==> src/rtl/pipelined_adder.sv <==
// Pipelined WIDTH-bit adder/subtractor: an operand register followed by STAGES carry-chain slices.
// Defining PIPELINED_ADDER_SATURATE_EN adds the sat input and signed saturation of the result.
module pipelined_adder #(
    parameter int WIDTH  = 32,
    parameter int STAGES = 4
) (
    input  logic             clk,
    input  logic             rst,
    input  logic             in_valid,
    output logic             in_ready,
    input  logic [WIDTH-1:0] a,
    input  logic [WIDTH-1:0] b,
    input  logic             cin,
    input  logic             sub,
`ifdef PIPELINED_ADDER_SATURATE_EN
    input  logic             sat,
`endif
    output logic             out_valid,
    input  logic             out_ready,
    output logic [WIDTH-1:0] sum,
    output logic             cout,
    output logic             ovf,
    output logic             zero
);
    localparam int SW = WIDTH / STAGES;

    logic             advance;
    logic             sat_in;
    logic             in_v_q;
    logic [WIDTH-1:0] in_a_q;
    logic [WIDTH-1:0] in_b_q;
    logic             in_c_q;
    logic             in_s_q;
    logic             out_valid_q;
    logic [WIDTH-1:0] sum_q;
    logic             cout_q;
    logic             ovf_q;
    logic             zero_q;

`ifdef PIPELINED_ADDER_SATURATE_EN
    assign sat_in = sat;
`else
    assign sat_in = 1'b0;
`endif

    assign advance  = !out_valid_q || out_ready;
    assign in_ready = advance;

    // NOTE: the synchronous reset clears data as well as valids, so outputs read 0 after reset.
    always_ff @(posedge clk) begin
        if (rst) begin
            in_v_q <= 1'b0;
            in_a_q <= '0;
            in_b_q <= '0;
            in_c_q <= 1'b0;
            in_s_q <= 1'b0;
        end else if (advance) begin
            in_v_q <= in_valid;
            in_a_q <= a;
            in_b_q <= sub ? ~b : b;
            in_c_q <= sub | cin;
            in_s_q <= sat_in;
        end
    end

    for (genvar k = 0; k < STAGES; k++) begin : g_stage
        localparam int OW = WIDTH - k * SW;

        logic [OW-1:0]       op_a;
        logic [OW-1:0]       op_b;
        logic                c_in;
        logic                v_in;
        logic                s_in;
        logic [SW-1:0]       slice;
        logic                c_out;
        logic [(k+1)*SW-1:0] res_d;

        if (k == 0) begin : g_src
            assign op_a  = in_a_q;
            assign op_b  = in_b_q;
            assign c_in  = in_c_q;
            assign v_in  = in_v_q;
            assign s_in  = in_s_q;
            assign res_d = slice;
        end else begin : g_src
            assign op_a  = g_stage[k-1].g_mid.a_q;
            assign op_b  = g_stage[k-1].g_mid.b_q;
            assign c_in  = g_stage[k-1].g_mid.c_q;
            assign v_in  = g_stage[k-1].g_mid.v_q;
            assign s_in  = g_stage[k-1].g_mid.s_q;
            assign res_d = {slice, g_stage[k-1].g_mid.r_q};
        end

        assign {c_out, slice} = {1'b0, op_a[SW-1:0]} + {1'b0, op_b[SW-1:0]} + {{SW{1'b0}}, c_in};

        if (k < STAGES - 1) begin : g_mid
            // Upper operand bits ride along (skew); finished low slices ride along (deskew).
            logic                v_q;
            logic                c_q;
            logic                s_q;
            logic [(k+1)*SW-1:0] r_q;
            logic [OW-SW-1:0]    a_q;
            logic [OW-SW-1:0]    b_q;

            always_ff @(posedge clk) begin
                if (rst) begin
                    v_q <= 1'b0;
                    c_q <= 1'b0;
                    s_q <= 1'b0;
                    r_q <= '0;
                    a_q <= '0;
                    b_q <= '0;
                end else if (advance) begin
                    v_q <= v_in;
                    c_q <= c_out;
                    s_q <= s_in;
                    r_q <= res_d;
                    a_q <= op_a[OW-1:SW];
                    b_q <= op_b[OW-1:SW];
                end
            end
        end else begin : g_last
            logic             ovf_d;
            logic [WIDTH-1:0] sum_d;

            // Carry into the MSB is a^b^sum at that bit.
            assign ovf_d = op_a[SW-1] ^ op_b[SW-1] ^ slice[SW-1] ^ c_out;

            always_comb begin
                sum_d = res_d;
                if (s_in && ovf_d) begin
                    sum_d = op_a[SW-1] ? {1'b1, {(WIDTH-1){1'b0}}} : {1'b0, {(WIDTH-1){1'b1}}};
                end
            end

            always_ff @(posedge clk) begin
                if (rst) begin
                    out_valid_q <= 1'b0;
                    sum_q       <= '0;
                    cout_q      <= 1'b0;
                    ovf_q       <= 1'b0;
                    zero_q      <= 1'b0;
                end else if (advance) begin
                    out_valid_q <= v_in;
                    sum_q       <= sum_d;
                    cout_q      <= c_out;
                    ovf_q       <= ovf_d;
                    zero_q      <= (sum_d == '0);
                end
            end
        end
    end

    assign out_valid = out_valid_q;
    assign sum       = sum_q;
    assign cout      = cout_q;
    assign ovf       = ovf_q;
    assign zero      = zero_q;

endmodule
==> config.mk <==
export PLATFORM = sky130hd
export DESIGN_NAME = pipelined_adder
export DESIGN_NICKNAME = d
export VERILOG_FILES = /design/src/rtl/pipelined_adder.sv
export SDC_FILE = /design/constraint.sdc
export NUM_CORES = 1
export LEC_CHECK = 0
export ABC_AREA = 1
export BUFFER_PORTS_ARGS = -buffer_cell sky130_fd_sc_hd__clkbuf_2
export CAP_MARGIN = 20
export CORE_ASPECT_RATIO = 0.8
export CORE_MARGIN = 5
export CORE_UTILIZATION = 45
export CTS_BUF_LIST = sky130_fd_sc_hd__clkbuf_8
export CTS_CLUSTER_SIZE = 40
export DETAILED_ROUTE_END_ITERATION = 16
export PLACE_DENSITY_LB_ADDON = 0.08
export SYNTH_ARGS = -nofsm -noshare
export SYNTH_HDL_FRONTEND = slang
export SYNTH_SLANG_ARGS = --single-unit
==> constraint.sdc <==
create_clock -name clk -period 2.55 [get_ports clk]
set_input_delay 0.1275 -clock clk [delete_from_list [all_inputs] [get_ports clk]]
set_output_delay 0.1275 -clock clk [all_outputs]
set_load 0.02 [all_outputs]
## Word-level counts from Yosys, hierarchy flattened

Cells that the tools add are included.

- Multiplexer cells: 1
- Reductions and logical operators: 3
- $add $sub $neg: 8
- Bitwise logic cells: 5

Operators with widths:

| cell | count |
|---|---|
| 8-bit by 8-bit adder with 9-bit output | 4 |
| 9-bit by 1-bit adder with 9-bit output | 4 |
| 32-bit logical NOT | 1 |
| 32-bit two-way mux | 1 |
| 32-bit NOT | 1 |
| 1-bit bitwise XOR | 3 |
| 1-bit logical NOT | 1 |
| 1-bit logical OR | 1 |
| 1-bit bitwise OR | 1 |

- Bits of input ports: 70
- Logic and storage cells: 41
- Bits in registers: 252
- Output and inout port bits: 37

## Depth between registers and ports, before layout

Gate-level depths: netlist (run 1).

- Depth after elaboration: 4
- Depth in mapped cells: 14
- Gate-level depth less buffers: 14

## Least setup slack after synthesis (run 1)

No wires, ideal clock.

- Kind: reg-to-reg
- Start: register g_stage[2].g_mid.c_q
- End: register zero_q (netlist: zero)
- Required time: 2.480 ns
- Setup time: 0.070 ns
- Path buffers: 0
- Stages on the path, launching flop included: 12
- Setup slack: 0.671 ns
- Clock period less this slack: 1.879 ns
- Data arrival time: 1.809 ns
- Cell sequence: dfxtp_1 -> fa_1 -> fa_1 -> inv_1 -> nand2_1 -> nor2_1 -> nand2_1 -> nor2_1 -> nand3_1 -> nor2_1 -> nand4_1 -> a21oi_1

- Cells in the longest elaborated chain, start to end: 2

Ends and longest elaborated chain:

| what | RTL line | text |
|---|---|---|
| from (decl) | 99 | `logic c_q;` |
| from (signal assigned) | 115 | `c_q <= c_out;` |
| 9-bit by 1-bit adder with 9-bit output | 94 | `assign {c_out, slice} = {1'b0, op_a[SW-1:0]} + {1'b0, op_b[SW-1:0]} + {{SW{1'b0}}, c_in};` |
| net g_stage[3].g_last.sum_d[25] | 124 | `logic [WIDTH-1:0] sum_d;` |
| 32-bit logical NOT | 148 | `zero_q <= (sum_d == '0);` |
| to (signal assigned) | 148 |  |
| to (decl) | 38 | `logic zero_q;` |

The timed path passes the listed nets, and every way through them passes these cells.
A chain may end at the register's enable or synchronous reset.

## Worst setup path after layout (run 1)

Ends and elaborated chain as after synthesis.

==> results of run 1 <==
## layout make-up
cell class / instances / share of cell area
flip-flops and latches: 252 / 0.403
multi-input cells: 914 / 0.366
repair buffers: 188 / 0.111
clock buffers: 49 / 0.0539
well taps: 306 / 0.0306
inverters: 85 / 0.0263
clock inverters: 23 / 0.00960
## worst max path at each step
stage / end / slack [ns]
finish: zero / 0.48
global placement: zero / 0.55
global route: ovf / 0.33
CTS: zero / 0.50
floorplan: zero / 0.67
detailed placement: zero / 0.49
## power by group through the flow
stage / logic (mW) / registers [mW] / clock network (mW)
after detailed placement: 0.848 / 4.41 / 0
after global routing: 1.06 / 4.35 / 3.66
final: 0.920 / 4.32 / 3.39
after CTS: 0.932 / 4.33 / 3.50
after global placement: 0.844 / 4.41 / 0
after floorplan: 0.587 / 4.39 / 0
## logic make-up after synthesis
logic type,after synthesis,share of synthesized area
AOI/OAI and AO/OA,343,0.170
buffers and inverters,171,0.0783
DFF,252,0.484
xor gates and xnor gates,41,0.0344
adders and majority gates,36,0.0489
and+or+nand+nor,494,0.185
## synth_stat cells
master    number
nor2_1       344
dfxtp_1      252
o21ai_0      219
nand2_1      105
inv_1         84
a21oi_1       77
clkbuf_1      43
xnor2_1       35
nand3_1       29
ha_1          28
o21ai_1       25
buf_2         24
buf_6         19
o211ai_1       9
fa_1           8
o21bai_1       8
nand3b_1       6
xor2_1         6
nor3_1         4
a31oi_1        3
nand4_1        3
or2_1          2
a211oi_1       1
a21oi_2        1
inv_4          1
or2_2          1
## routing by layer
metal	part of all wire	track usage
met1	0.51	0.273
met2	0.44	0.291
met3	0.038	0.0343
met4	0.015	0.0469
met5	0	0
## flip-flops by register name, summed over array words and instances, names as in the netlist
| signal | cells |
|---|---|
| g_stage.g_mid.b_q | 48 |
| g_stage.g_mid.a_q | 48 |
| g_stage.g_mid.v_q | 3 |
| g_stage.c_in | 1 |
| g_stage.g_mid.c_q | 3 |
| cout | 1 |
| g_stage.op_b | 32 |
| g_stage.op_a | 32 |
| sum | 32 |
| zero | 1 |
| g_stage.v_in | 1 |
| ovf | 1 |
| g_stage.g_mid.r_q | 48 |
| out_valid | 1 |
## worst register-to-register path, cell delays in order (launching register included)
cell     delay, ns
dfxtp_1       0.33
fa_1          0.47
fa_1          0.44
inv_1         0.09
nand2_1       0.06
nor2_1        0.08
nand2_1       0.06
nor2_1        0.09
nand3_1       0.10
nor2_1        0.11
nand4_1       0.08
a21oi_1       0.12
## repair_timing
item | CTS | global route
endpoints found under the setup margin | 0 | 0
gates resized for setup | 0 | 0
buffers inserted | 0 | 0
hold buffers | 66 | 0
hold endpoints to repair | 68 | 0
## per-stage QoR
stage               hold slack, ns  area, um^2
CTS                         0.0676       12500
global placement             0.349       11100
detailed placement           0.353       11100
floorplan                    0.197       10400
global route                 0.100       12500
finish                      0.0928       12500
==> results.yml, run 1 <==
setup_path:
  cp_common_cell: "nor2_1"
  crit-reg2reg-launch: "g_stage[2].g_mid.c_q"
  startpoint_type: "flop"
  rrSetupSlack_ns: 0.48
  cp_top_family: "adder cells"
  cp_max_fo: 2
  slowest_delay_ns: 0.47
  crit_type: "reg2reg"
  critical_path.startpoint: "g_stage[2].g_mid.c_q"
  cp_num_cells: 11
  cp_slowest_cell: "fa_1"
  required_ns: 3.01
  crit_buf_inv: 1
  timing.rr.end: "zero"
  ff2ff_path_depth: 11
  cp.arrival_ns: 2.53
  end_kind: "flop"
  crit_chain: "fa_1 -> fa_1 -> inv_1 -> nand2_1 -> nor2_1 -> nand2_1 -> nor2_1 -> nand3_1 -> nor2_1 -> nand4_1 -> a21oi_1"
timing:
  hold_violations: 0
  setup_ws_ns: 0.484
  finalSetupViolations: 0
  slew_viol_final: 0
  slew_headroom: 0.615
  setup_tns_ns: 0
  clock.fmax_mhz: 484
  finClkSkew_ns: 0.0189
  period_minus_slack_ns: 2.07
  tightest_slew_ns: 0.578
  rsz0062_at_grt: "no"
  finalCritPeriodShare: 0.810
detailed_routing:
  drtIter0Drc: 554
  ant_nets: 0
  drt-total-wl_um: 25000
  wire_per_inst_um: 13.7
  drc_errors: 0
  first_pass_iters: 5
  num_vias: 8754
  vias_per_cell: 4.82
worst_hold_path:
  hold_start: "out_ready"
  hp-class: "in2reg"
  whs_path_depth: 4
  hold_end: "g_stage[2].g_mid.a_q[7]"
yosys:
  synth_nets: 1443
  synth_top_area_cell: "dfxtp_1"
  yosys-top-cells-area: "dfxtp_1, nor2_1, o21ai_0"
  syn_area_per_cell_um2: 7.80
  syn_inst: 1337
  synth_top_area_frac: 0.484
  syn_area_um2: 10400
  ys_seq_elements: 252
  yosysWarnings: 0
  synth_cell_types: 26
  yosysSeqAreaShare: 0.484
layout:
  mostFrequentLayoutCell: "nor2_1"
  drive_gt1_frac: 0.121
  diodes: 0
  area_growth_pct: 19.9
  final_util: 0.553
  fillers: 2128
  multi_input_area_um2: 4570
  final_cell_mix: "nor2_1, dfxtp_1, o21ai_0"
  finalNonFillerCells: 1817
  nets: 1588
  seq_area_um2: 5040
clocking:
  insertion_delay_ns: 0.53
  cts_root_buffer: "clkbuf_8"
  cts_tree: "yes"
  clockBufferDepth: 3
  clkSlewWorstSetupHoldPaths_ns: 0.06
  clock-sinks: 252
  numCtsBuffers: 41
  htreeDepth: 2
status:
  outcome: "finished, final reports clean"
placement:
  place_hpwl_um: 15800
  dpl.cell_count: 1679
  gp_congestion: 0.871
  place_ws_ns: 0.493
  portBuffers: 106
floorplan:
  initial_core_util: 0.461
  core_um2: 22600
  die_x_um: 180
  ios: 107
  rows: 49
  die_area_um2: 26400
  die_h_um: 146
global_routing:
  track_usage: 0.188
  grt_pass1_vias: 8331
  grt_antenna_before_repair: 0
  grt_start_max_net_pins: 127
  overflow: 0
  grt_pass1_wl_um: 41900
flow_run:
  cap_violations: 0
pwr:
  vdd_drop_max_mv: 0.433
  clkPwrFrac: 0.392
  switchingPower_mw: 2.19
  internal_power_mw: 6.44
  seqPwrFrac: 0.501
  fin_total_pwr_mw: 8.63
  p_leak_nw: 5.65
  power_density_nw_per_um2: 690
  swShare: 0.254
  p_comb_frac: 0.107
No activity file was read; power rests on OpenSTA's default activity.
==> run 2: changes to the inputs <==
==> constraint.sdc (replaced) <==
create_clock -name clk -period 1.7 [get_ports clk]
set_input_delay 0.085 -clock clk [delete_from_list [all_inputs] [get_ports clk]]
set_output_delay 0.085 -clock clk [all_outputs]
set_load 0.02 [all_outputs]
==> results.yml, run 2 (synthesized netlist as in run 1, its figures left out) <==
clocking:
  clkSlewWorstSetupHoldPaths_ns: 0.06
  insertion_delay_ns: 0.53
  cts_tree: "yes"
  htreeDepth: 2
  cts_root_buffer: "clkbuf_8"
  clockBufferDepth: 3
  clock-sinks: 252
  numCtsBuffers: 42
layout:
  mostFrequentLayoutCell: "nor2_1"
  final_area_um2: 13100
  drive_gt1_frac: 0.191
  area_growth_pct: 26.0
  reg.largest.list: "g_stage.g_mid.a_q x48, g_stage.g_mid.b_q x48, g_stage.g_mid.r_q x48"
  final_cell_mix: "nor2_1, dfxtp_1, o21ai_0"
  finalNonFillerCells: 1854
  diodes: 0
  nets: 1630
timing:
  finalCritPeriodShare: 1.16
  hold_violations: 0
  finClkSkew_ns: 0.0198
  rsz0062_at_grt: "yes"
  slew_viol_final: 0
  setup_ws_ns: -0.271
  slew_headroom: 0.727
  clock.fmax_mhz: 507
  finalSetupViolations: 10
  tightest_slew_ns: 0.410
  finalHoldWorstSlack_ns: 0.0889
  period_minus_slack_ns: 1.97
placement:
  gp_congestion: 0.820
  portBuffers: 106
  placement.cell_area_um2: 11400
  dpl.cell_count: 1709
  place_hpwl_um: 16900
status:
  outcome: "finished with violations"
  violations: "negative setup slack"
worst_hold_path:
  hp-class: "in2reg"
  whs_path_depth: 4
floorplan:
  core_um2: 22600
  die_area_um2: 26400
  initial_core_util: 0.461
  rows: 49
  die_x_um: 180
  die_h_um: 146
  ios: 107
global_routing:
  grt_pass1_vias: 8690
  grt_start_max_net_pins: 53
  grt_antenna_before_repair: 0
  grt_pass1_wl_um: 43400
  overflow: 0
  track_usage: 0.193
setup_path:
  cp_slowest_cell: "fa_2"
  ff2ff_path_depth: 11
  crit_type: "reg2reg"
  cp_top_family: "adder cells"
  cp_max_fo: 2
  required_ns: 2.17
  startpoint_type: "flop"
  crit_buf_inv: 1
  cp.arrival_ns: 2.44
  cp_num_cells: 11
  slowest_delay_ns: 0.42
  end_kind: "flop"
  crit_chain: "fa_2 -> fa_2 -> inv_2 -> nand2_2 -> nor2_2 -> nand2_1 -> nor2_1 -> nand3_1 -> nor2_1 -> nand4_1 -> a21oi_2"
detailed_routing:
  drc_errors: 0
  drtIter0Drc: 493
  first_pass_iters: 5
  wire_per_inst_um: 13.8
  vias_per_cell: 4.81
  num_vias: 8920
  drt-total-wl_um: 25600
  ant_nets: 0
pwr:
  p_leak_nw: 5.88
  power_density_nw_per_um2: 992
  vdd_drop_max_mv: 0.634
  fin_total_pwr_mw: 13.0
flow_run:
  cap_violations: 0
[run 2: cell count changes in the layout (fill, tap and decap cells not counted), moves of 7 or more]
| cell | before | now |
|---|---|---|
| a21oi_1 | 77 | 70 |
| buf_12 | 6 | 13 |
| buf_4 | 10 | 38 |
| dfxtp_1 | 252 | 244 |
| dfxtp_2 | 0 | 8 |
| fa_1 | 8 | 0 |
| fa_2 | 0 | 8 |
| inv_1 | 99 | 80 |
| inv_2 | 0 | 13 |
| nand2_1 | 105 | 86 |
| nand2_2 | 0 | 17 |
| nand3_1 | 29 | 18 |
| nand3_2 | 0 | 10 |
[run 2: metrics by stage]
step,util,worst slack (ns),TNS (ns)
final,0.581,-0.271,-0.799
after detailed placement,0.504,-0.282,-1.33
after floorplan,-,-0.0839,-0.115
after global placement,0.504,-0.224,-0.954
after global routing,0.581,-0.362,-2.51
after CTS,0.573,-0.271,-0.894
[run 2: report_power, final]
part / leakage (nW) / internal, mW / total [mW] / switching [mW]
Sequential: 2.07 / 6.28 / 6.49 / 0.210
Clock: 0.451 / 2.73 / 5.03 / 2.30
Combinational: 3.35 / 0.700 / 1.51 / 0.810
Total: 5.88 / 9.72 / 13.0 / 3.32
[run 2: area by class of cell]
type                            instances  area (um^2)
Fill cell                            2072         9480
Sequential cell                       252         5050
Multi-Input combinational cell        914         4790
Timing Repair Buffer                  229         1800
Clock buffer                           52          716
Tap cell                              306          383
Inverter                               85          332
Clock inverter                         16         71.3
[run 2: worst register-to-register path: cells and delay by family, from the launching register on]
family,cells,cell delay (ns)
flip-flops,1,0.33
adder cells (fa/ha/maj),2,0.83
buffers and inverters,1,0.07
AND/OR/NAND/NOR,7,0.56
AO/OA/AOI/OAI,1,0.13
[run 2: what timing repair did]
action | in CTS | in global routing
hold buffers | 68 | 0
setup buffers | 5 | 5
endpoints found under the setup margin | 13 | 35
pin swaps | 14 | 19
gates resized for setup | 30 | 50
endpoints found under the hold margin | 68 | 0
[run 2: worst paths after layout]
| kind | end | slack (ns) | start |
|---|---|---|---|
| worst max-delay path | zero | -0.27 | g_stage[2].g_mid.b_q[0] |
| worst min-delay path | g_stage[0].op_b[30] | 0.09 | out_ready |
| worst max register to register | zero | -0.27 | g_stage[2].g_mid.b_q[0] |
| worst min register to register | g_stage[0].g_mid.b_q[18] | 0.44 | g_stage[0].op_b[26] |
[run 2: metal layers]
layer,up-vias,global-route usage,wire length [um]
li1,4725,-,-
met1,4014,0.278,12800
met2,145,0.301,11100
met3,36,0.0363,1170
met4,0,0.0461,457
met5,-,0,0
